$ cat config.mk
export PLATFORM = sky130hd
export DESIGN_NAME = mem_data_arbiter
export DESIGN_NICKNAME = d
export VERILOG_FILES = /design/src/rtl/mem_data_arbiter.sv
export SDC_FILE = /design/constraint.sdc
export NUM_CORES = 1
export LEC_CHECK = 0
export BUFFER_PORTS_ARGS = -buffer_cell sky130_fd_sc_hd__buf_2
export CAP_MARGIN = 20
export CORE_AREA = 2 2 115 117
export CTS_BUF_LIST = sky130_fd_sc_hd__clkbuf_4 sky130_fd_sc_hd__clkbuf_8
export DETAILED_ROUTE_END_ITERATION = 7
export DIE_AREA = 0 0 117 119
export SLEW_MARGIN = 30
export SYNTH_ARGS = -nofsm -noshare
export SYNTH_HDL_FRONTEND = slang
export SYNTH_SLANG_ARGS = --single-unit
export TNS_END_PERCENT = 20
$ cat constraint.sdc
create_clock -name clk -period 1.71 [get_ports clk]
set_input_delay 0.0855 -clock clk [delete_from_list [all_inputs] [get_ports clk]]
set_output_delay 0.0855 -clock clk [all_outputs]
set_load 0.01 [all_outputs]
$ cat src/rtl/mem_data_arbiter.sv
// Shares the single-port data memory between the pipeline MEM stage (P) and a
// loader/debug port (L): fixed priority to P with an anti-starvation forced grant to L.
module mem_data_arbiter #(
  parameter int AW           = 32,
  parameter int DW           = 32,
  parameter int STARVE_LIMIT = 4
) (
  input  logic          clk,
  input  logic          reset,
  input  logic          p_req,
  input  logic          p_we,
  input  logic [AW-1:0] p_addr,
  input  logic [DW-1:0] p_wdata,
  output logic          p_stall,
  output logic          p_ack,
  output logic [DW-1:0] p_rdata,
  input  logic          l_req,
  input  logic          l_we,
  input  logic [AW-1:0] l_addr,
  input  logic [DW-1:0] l_wdata,
  output logic          l_gnt,
  output logic          l_ack,
  output logic [DW-1:0] l_rdata,
  output logic [AW-1:0] mem_addr,
  output logic [DW-1:0] mem_wdata,
  output logic          mem_write,
  output logic          mem_read,
  input  logic [DW-1:0] mem_rdata
);

  localparam int CW = $clog2(STARVE_LIMIT + 1);

  typedef enum logic [1:0] {
    OWN_NONE = 2'd0,
    OWN_P    = 2'd1,
    OWN_L    = 2'd2
  } owner_e;

  owner_e        owner_q, owner_d;
  logic          rd_q, rd_d;
  logic [CW-1:0] starve_q, starve_d;
  logic          force_l;
  logic          l_wins;
  logic          p_gnt;

  // Grants are suppressed while reset is held so nothing reaches the memory.
  always_comb begin
    force_l = (starve_q >= CW'(STARVE_LIMIT));
    l_wins  = l_req & (~p_req | force_l) & ~reset;
    p_gnt   = p_req & ~l_wins & ~reset;
  end

  assign l_gnt   = l_wins;
  assign p_stall = p_req & ~p_gnt;

  always_comb begin
    mem_addr  = '0;
    mem_wdata = '0;
    mem_write = 1'b0;
    mem_read  = 1'b0;
    if (p_gnt) begin
      mem_addr  = p_addr;
      mem_wdata = p_wdata;
      mem_write = p_we;
      mem_read  = ~p_we;
    end else if (l_wins) begin
      mem_addr  = l_addr;
      mem_wdata = l_wdata;
      mem_write = l_we;
      mem_read  = ~l_we;
    end
  end

  always_comb begin
    owner_d  = OWN_NONE;
    rd_d     = 1'b0;
    starve_d = '0;
    if (p_gnt) begin
      owner_d = OWN_P;
      rd_d    = ~p_we;
    end else if (l_wins) begin
      owner_d = OWN_L;
      rd_d    = ~l_we;
    end
    // Count consecutive denied cycles of L, saturating at the force threshold.
    if (l_req & ~l_wins) begin
      starve_d = force_l ? starve_q : starve_q + CW'(1);
    end
  end

  always_ff @(posedge clk or posedge reset) begin
    if (reset) begin
      owner_q  <= OWN_NONE;
      rd_q     <= 1'b0;
      starve_q <= '0;
    end else begin
      owner_q  <= owner_d;
      rd_q     <= rd_d;
      starve_q <= starve_d;
    end
  end

  assign p_ack   = (owner_q == OWN_P);
  assign l_ack   = (owner_q == OWN_L);
  assign p_rdata = (p_ack && rd_q) ? mem_rdata : '0;
  assign l_rdata = (l_ack && rd_q) ? mem_rdata : '0;

endmodule
==> summary.txt <==
Final period utilization = 94.7%
Global Route Usage Sum = 11.6%
Delay contributed by the slowest stage of the critical path = 0.46 ns
Synthesis Warnings = 0
Post-layout net count = 711
Remaining max-slew budget at the tightest pin = 71.5%
Endpoint required time on the critical path = 1.62 ns
Wire length of the first global-routing pass = 13,100 um
Post-route cell area = 3440 um2
TritonCTS clock tree = done
Post-route minimum period = 1.62 ns
Number of max-slew violations in the final report = 0
Antenna-violating nets left = 0
Kind of capture point of the worst setup path = primary output
Max-Cap Viols = 0
Cell types occupying the most area after synthesis = sky130_fd_sc_hd__a32oi_1 (32%), sky130_fd_sc_hd__and3_1 (23%), sky130_fd_sc_hd__nor2_1 (15%)
Total via count in the routed design = 3,270
Area leader, netlist = sky130_fd_sc_hd__a32oi_1
Setup repair after global routing missed its margin = true
Startpoint types = flip-flop
Highest attainable clock frequency = 617 MHz
Result of the run = finished clean
Placeable core area = 12,900 um2
Register area = 151 um2
Total instance count after detailed placement = 713
Pin count of the biggest net entering global routing = 65
Leakage power figure = 2.20 nW
DP Area = 3380 um2
IO Port Bufs = 299
Number of cells on the worst reg-to-reg path = 4
Launching instance or port of the critical path = starve_q[2]$_DFFE_PP0P_
Boundary Pins = 300
Fillers = 1,454
DRC viols = 0
Layout overhead on the synthesized area = 94.0%
Most frequently used flop master after synthesis = sky130_fd_sc_hd__dfrtp_1
Critical Path Fanout Max = 39
Synthesized instance count = 272
Crit path to = mem_addr[11]
Total congestion overflow after global routing = 0
Antenna cells = 0
Initial DRC count = 131
Worst IR drop on VDD = 0.147 mV
WL/cell = 13.0 um
R2r endpoint = rd_q$_DFF_PP0_
CTS H-Tree Depth = 1
Critical Setup Path Class = reg -> out
Area share of the leading cell type in the synthesized netlist = 32.1%
Final hold violation count = 0
Hold crit path type = in -> reg
Area occupied by multi-input gates = 1390 um2
Worst-path cell with the longest stage delay = sky130_fd_sc_hd__dfrtp_2
Power Density = 318 nW/um2
Num CTS Buffers = 3
Worst R2R Start = starve_q[2]$_DFFE_PP0P_
Measured slew at the worst slew-check pin = 0.427 ns
Final estimated routing congestion in global placement = 0.766
Flops & latches, synth = 6
Critical path cell sequence = nand2b_4 > buf_12 > a32oi_1 > nor2_1 > buf_2
Number of buffers on the longest clock path = 2
Starting density of the core = 13.8%
Arrival time worst endpoint = 1.53 ns
Die height = 119 um
Clk sink count = 6
Number of synthesized flops with an enable pin = 0
Clk slew on worst S/H paths = 0.03 ns
Worst skew pair latency = 0.22 ns
Sequential-to-total area share from yosys stat = 8.47%
Share of synthesized flip-flops with an asynchronous set or reset = 100%
Share of layout cells above drive strength 1 = 58.2%
Post-synthesis cell type count = 23
Final HPWL from detailed placement = 7280 um
Number of global-route vias before repair = 2,719
Via count normalized by instance count = 4.56
Final wirelength = 9320 um
Number of non-filler instances in the completed layout = 717
Total number of placement rows = 42
Die Area = 13,900 um2
Clock Skews = 0.00246 ns
Root Driver = sky130_fd_sc_hd__clkbuf_8
Post-CTS repair timing setup buffer count = 0
Area of the mapped netlist = 1770 um2
Total iterations of the first detailed-routing run = 4
Final setup vio count = 0
Die Span X = 117 um
Antenna violations before repair = 0
Setup_tns = 0 ns
Average cell area after synthesis = 6.51 um2
Net count after synthesis = 440
Register-to-register path setup slack = 0.57 ns
Hold WS = 0.138 ns
==> cell usage after synthesis (2+ instances only) <==
cell / count
sky130_fd_sc_hd__clkbuf_1: 27
sky130_fd_sc_hd__a32oi_1: 65
sky130_fd_sc_hd__nor2b_1: 3
sky130_fd_sc_hd__inv_1: 3
sky130_fd_sc_hd__o21ai_0: 3
sky130_fd_sc_hd__a21oi_1: 2
sky130_fd_sc_hd__buf_6: 7
sky130_fd_sc_hd__and3_1: 64
sky130_fd_sc_hd__nand2_1: 3
sky130_fd_sc_hd__ha_1: 2
sky130_fd_sc_hd__buf_2: 8
sky130_fd_sc_hd__dfrtp_1: 6
sky130_fd_sc_hd__nor2_1: 69
==> kinds of logic (layout without fill, tap and decap cells) <==
kind of cell	Yosys count	after routing	synth area share, %
AO/OA/AOI/OAI	73	73	35.0
buffers and inverters	47	316	13.7
AND/OR/NAND/NOR	143	143	40.8
adder cells (fa/ha/maj)	2	2	1.41
flip-flops	6	6	8.47
multiplexers	1	1	0.565
==> critical path: cells and delay by family, from the launching register on <==
kind / cells / cell delay [ns]
DFF: 1 / 0.46
buffers and inverters: 2 / 0.32
and+or+nand+nor: 2 / 0.25
AOI/OAI and AO/OA: 1 / 0.25
==> per-layer routing <==
layer	vias up	GRT usage (%)	wire, um
met3	4	2.29	779
met5	-	0	0
met2	194	21.6	4640
met4	0	1.10	21
li1	1583	-	-
met1	1489	13.9	3880
==> metrics by stage <==
stage / util [%] / power [mW] / worst slack [ns]
floorplan: - / 0.526 / 0.326
global placement: 26.2 / 0.879 / 0.270
detailed placement: 26.2 / 0.882 / 0.260
CTS: 26.6 / 1.10 / 0.0131
global route: 26.7 / 1.19 / -0.00221
finish: 26.7 / 1.09 / 0.0899
==> registers in the layout, summed over array words and instances (netlist names) <==
register	count
rd_q	1
starve_q	3
owner_q	2
==> power by group <==
part / internal, mW / switching [mW] / leakage (nW)
Sequential: 0.153 / 0.00846 / 0.0779
Combinational: 0.334 / 0.387 / 2.10
Clock: 0.151 / 0.0598 / 0.0216
==> timing repair <==
item,CTS,global route
hold endpoints to repair,6,0
hold buffers,1,0
setup endpoints to repair,0,39
resized for setup,0,3
==> how the worst min path moves through the flow <==
stage,start,end,slack (ns),depth (start not counted)
6_report,l_we,rd_q$_DFF_PP0_,0.14,2
2_1_floorplan,reset,owner_q[0]$_DFF_PP0_,0.09,2
3_3_place_gp,reset,owner_q[1]$_DFF_PP0_,0.11,2
5_1_grt,l_we,rd_q$_DFF_PP0_,0.15,2
3_5_place_dp,reset,owner_q[0]$_DFF_PP0_,0.11,2
4_1_cts,l_we,rd_q$_DFF_PP0_,0.14,2
==> cells in the final DEF, fill, tap and decap left out, drive strengths merged <==
cell type      n
nand2          3
mux2i          1
a21boi         2
dlygate4sd3    1
ha             2
a32oi         65
dfrtp          6
o31ai          1
nand4b         1
nor2          69
nor2b          3
and3          64
nand3          1
buf          309
nand2b         1
o21ai          3
clkbuf         3
inv            3
a21oi          2
and2           1
==> final cells by class <==
class	count	area share (%)
Clock buffer	3	1.20
Inverter	3	0.328
Multi-Input combinational cell	219	40.3
Sequential cell	6	4.40
Tap cell	176	6.41
Timing Repair Buffer	310	47.3
Power figures use the tool's default switching activity.
